## config.mk

```make
export PLATFORM = sky130hd
export DESIGN_NAME = keypad_4x4_scan
export DESIGN_NICKNAME = d
export VERILOG_FILES = /design/src/rtl/keypad_4x4_scan.sv
export SDC_FILE = /design/constraint.sdc
export NUM_CORES = 1
export LEC_CHECK = 0
export BUFFER_PORTS_ARGS = -buffer_cell sky130_fd_sc_hd__buf_2
export CAP_MARGIN = 30
export CORE_MARGIN = 2
export CORE_UTILIZATION = 50
export CTS_CLUSTER_SIZE = 12
export DETAILED_ROUTE_END_ITERATION = 6
export HOLD_SLACK_MARGIN = 0.15
export PLACE_DENSITY = 0.77
export SLEW_MARGIN = 20
export SYNTH_ARGS = -nofsm -noshare
export SYNTH_HDL_FRONTEND = slang
export SYNTH_SLANG_ARGS = --single-unit
```

## constraint.sdc

```tcl
create_clock -name clk -period 7.3 [get_ports clk]
set_input_delay 0.365 -clock clk [delete_from_list [all_inputs] [get_ports clk]]
set_output_delay 0.365 -clock clk [all_outputs]
set_load 0.1 [all_outputs]
```

## src/rtl/keypad_4x4_scan.sv

```systemverilog
// 4x4 matrix keypad scanner: column drive, debounce FSM, accepted-key history.
// Define KEY_AUTOREPEAT_EN to emit repeat key_valid pulses while a key is held.
module keypad_4x4_scan #(
    parameter int SCAN_DIV  = 250000,
    parameter int DEB_SCANS = 4,
    parameter int RPT_SCANS = 40
) (
    input  logic        clk,
    input  logic        rst,
    input  logic [3:0]  row,
    output logic [3:0]  col,
    output logic [3:0]  key_code,
    output logic        key_valid,
    output logic        key_down,
    output logic [15:0] digits
);
    localparam int DIV_W = (SCAN_DIV > 1) ? $clog2(SCAN_DIV) : 1;
    localparam int DEB_W = $clog2(DEB_SCANS + 1);
    localparam logic [DIV_W-1:0] DIV_LAST   = DIV_W'(SCAN_DIV - 1);
    localparam logic [DEB_W-1:0] DEB_TARGET = DEB_W'(DEB_SCANS);
    localparam logic [DEB_W-1:0] DEB_ONE    = DEB_W'(1);

    typedef enum logic [1:0] {IDLE, DEBOUNCE, PRESSED, RELEASE} state_t;

    logic [3:0]       row_meta, row_sync;
    logic [DIV_W-1:0] div_cnt;
    logic [1:0]       col_idx;
    logic             hit_seen;
    logic [3:0]       hit_code;
    logic             sample, scan_done, row_any, scan_hit, cand_present, accept;
    logic [1:0]       row_first;
    logic [3:0]       scan_code;

    state_t           state, state_n;
    logic [3:0]       cand, cand_n, code_n;
    logic [DEB_W-1:0] deb_cnt, deb_n, deb_inc;
    logic             valid_n, down_n;
    logic [15:0]      digits_n;

    function automatic logic [3:0] key_map(input logic [1:0] r, input logic [1:0] c);
        case ({r, c})
            4'h0: key_map = 4'h1;  4'h1: key_map = 4'h2;  4'h2: key_map = 4'h3;  4'h3: key_map = 4'hA;
            4'h4: key_map = 4'h4;  4'h5: key_map = 4'h5;  4'h6: key_map = 4'h6;  4'h7: key_map = 4'hB;
            4'h8: key_map = 4'h7;  4'h9: key_map = 4'h8;  4'hA: key_map = 4'h9;  4'hB: key_map = 4'hC;
            4'hC: key_map = 4'h0;  4'hD: key_map = 4'hF;  4'hE: key_map = 4'hE;  default: key_map = 4'hD;
        endcase
    endfunction

    assign col       = ~(4'b0001 << col_idx);
    assign sample    = (div_cnt == DIV_LAST);
    assign scan_done = sample && (col_idx == 2'd3);

    // Earliest column wins; within a column the lowest row wins.
    always_comb begin
        row_any   = ~&row_sync;
        row_first = !row_sync[0] ? 2'd0 : !row_sync[1] ? 2'd1 : !row_sync[2] ? 2'd2 : 2'd3;
        scan_hit  = hit_seen | row_any;
        scan_code = hit_seen ? hit_code : key_map(row_first, col_idx);
        cand_present = scan_hit && (scan_code == cand);
        deb_inc   = (deb_cnt == DEB_TARGET) ? deb_cnt : deb_cnt + DEB_ONE;
    end

    always_ff @(posedge clk or posedge rst) begin
        if (rst) begin
            row_meta <= '0;
            row_sync <= '0;
            div_cnt  <= '0;
            col_idx  <= '0;
            hit_seen <= 1'b0;
            hit_code <= '0;
        end else begin
            row_meta <= row;
            row_sync <= row_meta;
            if (sample) begin
                div_cnt <= '0;
                col_idx <= col_idx + 2'd1;
                if (scan_done) begin
                    hit_seen <= 1'b0;
                    hit_code <= '0;
                end else if (!hit_seen && row_any) begin
                    hit_seen <= 1'b1;
                    hit_code <= key_map(row_first, col_idx);
                end
            end else begin
                div_cnt <= div_cnt + 1'b1;
            end
        end
    end

`ifdef KEY_AUTOREPEAT_EN
    localparam int RPT_W = $clog2(RPT_SCANS + 1);
    localparam logic [RPT_W-1:0] RPT_TARGET = RPT_W'(RPT_SCANS);
    logic [RPT_W-1:0] rpt_cnt, rpt_n, rpt_inc;
    assign rpt_inc = (rpt_cnt == RPT_TARGET) ? rpt_cnt : rpt_cnt + RPT_W'(1);
`endif

    always_comb begin
        state_n  = state;
        cand_n   = cand;
        deb_n    = deb_cnt;
        code_n   = key_code;
        valid_n  = 1'b0;
        down_n   = key_down;
        digits_n = digits;
        accept   = 1'b0;
`ifdef KEY_AUTOREPEAT_EN
        rpt_n    = rpt_cnt;
`endif
        if (scan_done) begin
            case (state)
                IDLE: if (scan_hit) begin
                    cand_n  = scan_code;
                    deb_n   = DEB_ONE;
                    state_n = DEBOUNCE;
                    accept  = (DEB_SCANS <= 1);
                end
                DEBOUNCE: begin
                    if (!scan_hit) begin
                        state_n = IDLE;
                        deb_n   = '0;
                    end else if (scan_code == cand) begin
                        deb_n  = deb_inc;
                        accept = (deb_inc >= DEB_TARGET);
                    end else begin
                        cand_n = scan_code;
                        deb_n  = DEB_ONE;
                    end
                end
                PRESSED: begin
                    if (!cand_present) begin
                        state_n = RELEASE;
                        deb_n   = DEB_ONE;
                    end
`ifdef KEY_AUTOREPEAT_EN
                    else if (rpt_inc >= RPT_TARGET) begin
                        valid_n  = 1'b1;
                        digits_n = {digits[11:0], key_code};
                        rpt_n    = '0;
                    end else begin
                        rpt_n = rpt_inc;
                    end
`endif
                end
                default: begin
                    // Key bounced back before release was confirmed: resume without a new pulse.
                    if (cand_present) begin
                        state_n = PRESSED;
                        deb_n   = '0;
`ifdef KEY_AUTOREPEAT_EN
                        rpt_n   = '0;
`endif
                    end else if (deb_inc >= DEB_TARGET) begin
                        state_n = IDLE;
                        deb_n   = '0;
                        down_n  = 1'b0;
                    end else begin
                        deb_n = deb_inc;
                    end
                end
            endcase
            if (accept) begin
                state_n  = PRESSED;
                deb_n    = '0;
                code_n   = cand_n;
                valid_n  = 1'b1;
                down_n   = 1'b1;
                digits_n = {digits[11:0], cand_n};
`ifdef KEY_AUTOREPEAT_EN
                rpt_n    = '0;
`endif
            end
        end
    end

    always_ff @(posedge clk or posedge rst) begin
        if (rst) begin
            state     <= IDLE;
            cand      <= '0;
            deb_cnt   <= '0;
            key_code  <= '0;
            key_valid <= 1'b0;
            key_down  <= 1'b0;
            digits    <= '0;
`ifdef KEY_AUTOREPEAT_EN
            rpt_cnt   <= '0;
`endif
        end else begin
            state     <= state_n;
            cand      <= cand_n;
            deb_cnt   <= deb_n;
            key_code  <= code_n;
            key_valid <= valid_n;
            key_down  <= down_n;
            digits    <= digits_n;
`ifdef KEY_AUTOREPEAT_EN
            rpt_cnt   <= rpt_n;
`endif
        end
    end
endmodule

```

==> run summary <==
Most common cell on crit path: mux2_2
most frequent cell after synthesis: dfrtp_1
Seq/Total Area, Yosys: 49.9%
period utilization: 49.2%
Simple-Gate Fraction of Synth Area: 15.7%
leakage: 1.64 nW
Max clock buf depth: 2
wl on met1: 2400 um
FFs w/ async S/R, synth: 100%
synth warn: 0
initial antenna violation count: 0
post-route ant nets: 0
CP cell instances: inv_1 -> ha_1 -> mux2_2 -> o311ai_0 -> xor2_1 -> nor2_1 -> nand3_1 -> nor3_4 -> mux2_2
port bufs: 31
net count reported at finish: 329
Critical Path Source Type: flip-flop
fin area: 3450 um2
worst vdd ir: 0.146 mV
reg-to-reg slack, setup: 3.71 ns
endpoints failing hold: 0
syn nets: 294
initial DRC count: 102
Worst path slowest cell: nor3_4
DPL Wire Length: 3730 um
largest net degree at the start of global routing: 61
FMAX: 0.278 GHz
status: finished, final reports clean
max-slew violations: 0
TritonCTS clock tree: done
Slew HR: 47.5%
Hold Path Class: input port to asynchronous set/reset pin
Synth Area in XOR/XNOR: 6.57%
Mapped Avg Cell Area: 10.8 um2
Die Y: 81.6 um
clock-pin slew on the worst setup and hold paths: 0.06 ns
area leader, netlist: dfrtp_1
layout cells sized above 1: 22.3%
placed inst area: 3200 um2
Multi-input gate area: 1360 um2
drc violations: 0
worst stage delay on the critical path: 0.72 ns
DR pass1 iterations: 4
Core Util, Final: 59.0%
RSZ-0062 raised after global routing: no
# rows: 28
RR Startpoint: col_idx[0]$_DFFE_PP0N_
Final Critical Period: 3.59 ns
# clock sinks: 60
CP max FO: 14
WHS: 0.235 ns
H-tree levels: 3
Routability Congestion: 0.820
Final Non-Filler Cells: 394
PD cells: 199 nW/um2
Seq cells post-synth: 60
Buf/Inv on CP: 1
per-cell routed wire length: 13.8 um
core area: 5850 um2
Adder-Cell Fraction of Synth Area: 3.74%
final wirelength: 5440 um
Top FF cell, synth: dfrtp_1
Clock Root Buffer: clkbuf_8
Synth cell types: 52
Die Wd: 81.6 um
vias in the first global route: 2,193
DR vias/cell: 5.36
worst skew pair latency: 0.33 ns
Post-Syn Area: 3010 um2
total negative slack: 0 ns
compound-gate portion of the synthesized area: 9.52%
WL met3: 215 um
# IOs: 32
initial core utilization: 51.4%
fill count: 486
Setup Viol. Count Final: 0
placed insts: 374
Die ar.: 6650 um2
synth top area cells: dfrtp_1, mux2_4, ha_1
vias: 2,113
Critical Path End Type: flip-flop
Seq. cell area: 1500 um2
Critical Path AT: 3.81 ns
critical path class: flip-flop to flip-flop
commonest cells in the synthesized netlist: dfrtp_1, nor2_1, nand2_1, inv_1, o21ai_0
Remaining Overflow, GRT: 0
top sig layer: met4
multiplexer share of the synthesized area: 9.60%
CP top delay family: simple AND/OR/NAND/NOR gates
CP Launch Point: col_idx[0]$_DFFE_PP0N_
WP data required: 7.52 ns
synth-to-layout area growth: 14.8%
antenna cells: 0
clk_skew: 0.00810 ns
total of max-cap violations: 0
EDFF count, synth: 0
DR WL met2: 2680 um
Syn Inst Count: 279
Num CTS Buffers: 9
worst-margin pin slew: 0.785 ns
largest family of logic cells by synthesized area: simple AND/OR/NAND/NOR gates
first-pass GRT wire length: 9650 um
GRT Total Usage: 19.0%
Synth top area share: 49.9%
-- logic make-up after synthesis --
logic type	Yosys count
DFF	60
and+or+nand+nor	89
AOI/OAI and AO/OA	45
muxes	24
buffers and inverters	31
xor gates and xnor gates	21
adders and majority gates	9
-- repair_timing --
| item | 4_1_cts | 5_1_grt |
|---|---|---|
| gates resized for setup | 0 | 0 |
| endpoints found under the hold margin | 4 | 0 |
| hold buffers | 4 | 0 |
| setup buffers | 0 | 0 |
-- flip-flops by register name, indices dropped and copies added, names as in the netlist --
| register | cells |
|---|---|
| div_cnt | 18 |
| digits | 13 |
| cand | 4 |
| hit_code | 4 |
| row_meta | 4 |
| row_sync | 4 |
| deb_cnt | 3 |
| key_code | 3 |
| col_idx | 2 |
| state | 2 |
| hit_seen | 1 |
| key_down | 1 |
| key_valid | 1 |
-- cell usage in the layout (no fill, tap or decap), types with 2 or more instances in the layout --
| master | synthesis | layout |
|---|---|---|
| bufinv_16 | 0 | 2 |
| clkbuf_8 | 0 | 10 |
| nand4_1 | 4 | 4 |
| o211ai_1 | 2 | 2 |
| nor4_1 | 5 | 4 |
| and2_1 | 3 | 3 |
| mux2_2 | 7 | 7 |
| mux2_4 | 8 | 8 |
| o21ai_0 | 13 | 13 |
| or4b_1 | 2 | 2 |
| inv_1 | 18 | 17 |
| nand2b_1 | 2 | 2 |
| nor3_1 | 4 | 4 |
| a31oi_1 | 3 | 3 |
| or4b_2 | 2 | 2 |
| xor2_1 | 8 | 8 |
| nor2b_1 | 5 | 5 |
| a21oi_1 | 10 | 10 |
| ha_1 | 9 | 9 |
| buf_2 | 2 | 31 |
| a32oi_1 | 2 | 2 |
| nand2_1 | 21 | 21 |
| clkbuf_1 | 5 | 2 |
| nand3_1 | 6 | 6 |
| o2bb2ai_1 | 3 | 3 |
| or3_1 | 2 | 2 |
| xnor2_1 | 12 | 12 |
| dlygate4sd3_1 | 0 | 4 |
| buf_4 | 4 | 2 |
| nor2_1 | 25 | 25 |
| mux2i_1 | 9 | 9 |
| dfrtp_1 | 60 | 60 |
-- power by group --
part	internal, mW	leakage (nW)	total (mW)	switching [mW]
combinational	0.00803	0.732	0.0224	0.0144
clock	0.201	0.107	0.327	0.126
sequential	0.335	0.806	0.337	0.00216
total	0.544	1.64	0.687	0.143
-- path summary, 6_finish.rpt --
path                                                to  depth (start not counted)
worst min register to register   row_sync[0]$_DFF_PP0_                          0
min in group clk                 row_sync[0]$_DFF_PP0_                          0
worst max register to register  digits[15]$_DFFE_PP0P_                          9
max in group asynchronous         div_cnt[5]$_DFF_PP0_                          3
worst min-delay path            digits[11]$_DFFE_PP0P_                          3
worst max-delay path            digits[15]$_DFFE_PP0P_                          9
-- stage by stage --
step / worst slack [ns] / power, mW
2_1_floorplan: 4.21 / 0.358
3_3_place_gp: 3.85 / 0.364
3_5_place_dp: 3.71 / 0.364
4_1_cts: 3.70 / 0.697
5_1_grt: 3.39 / 0.711
6_report: 3.71 / 0.687
-- area by class of cell --
class	count	share of cell area, %
Sequential cell	60	43.5
Multi-Input combinational cell	188	39.5
Timing Repair Buffer	37	6.08
Inverter	18	1.96
Clock buffer	12	4.20
Clock inverter	4	2.10
Tap cell	75	2.72
-- worst register-to-register path: cells and delay by family (launching register included) --
| kind | cells | cell delay (ns) |
|---|---|---|
| compound gates | 1 | 0.61 |
| xor+xnor | 1 | 0.19 |
| fa+ha+maj | 1 | 0.35 |
| buf+inv | 1 | 0.14 |
| flops | 1 | 0.45 |
| mux | 2 | 0.70 |
| simple gates | 3 | 1.04 |
-- metal layers --
layer | up-vias | track usage, %
li1 | 1031 | -
met1 | 1021 | 22.7
met2 | 47 | 31.2
met3 | 14 | 4.29
met4 | 0 | 11.8
met5 | - | 0
Note: power is estimated with default switching activity, not from simulation.
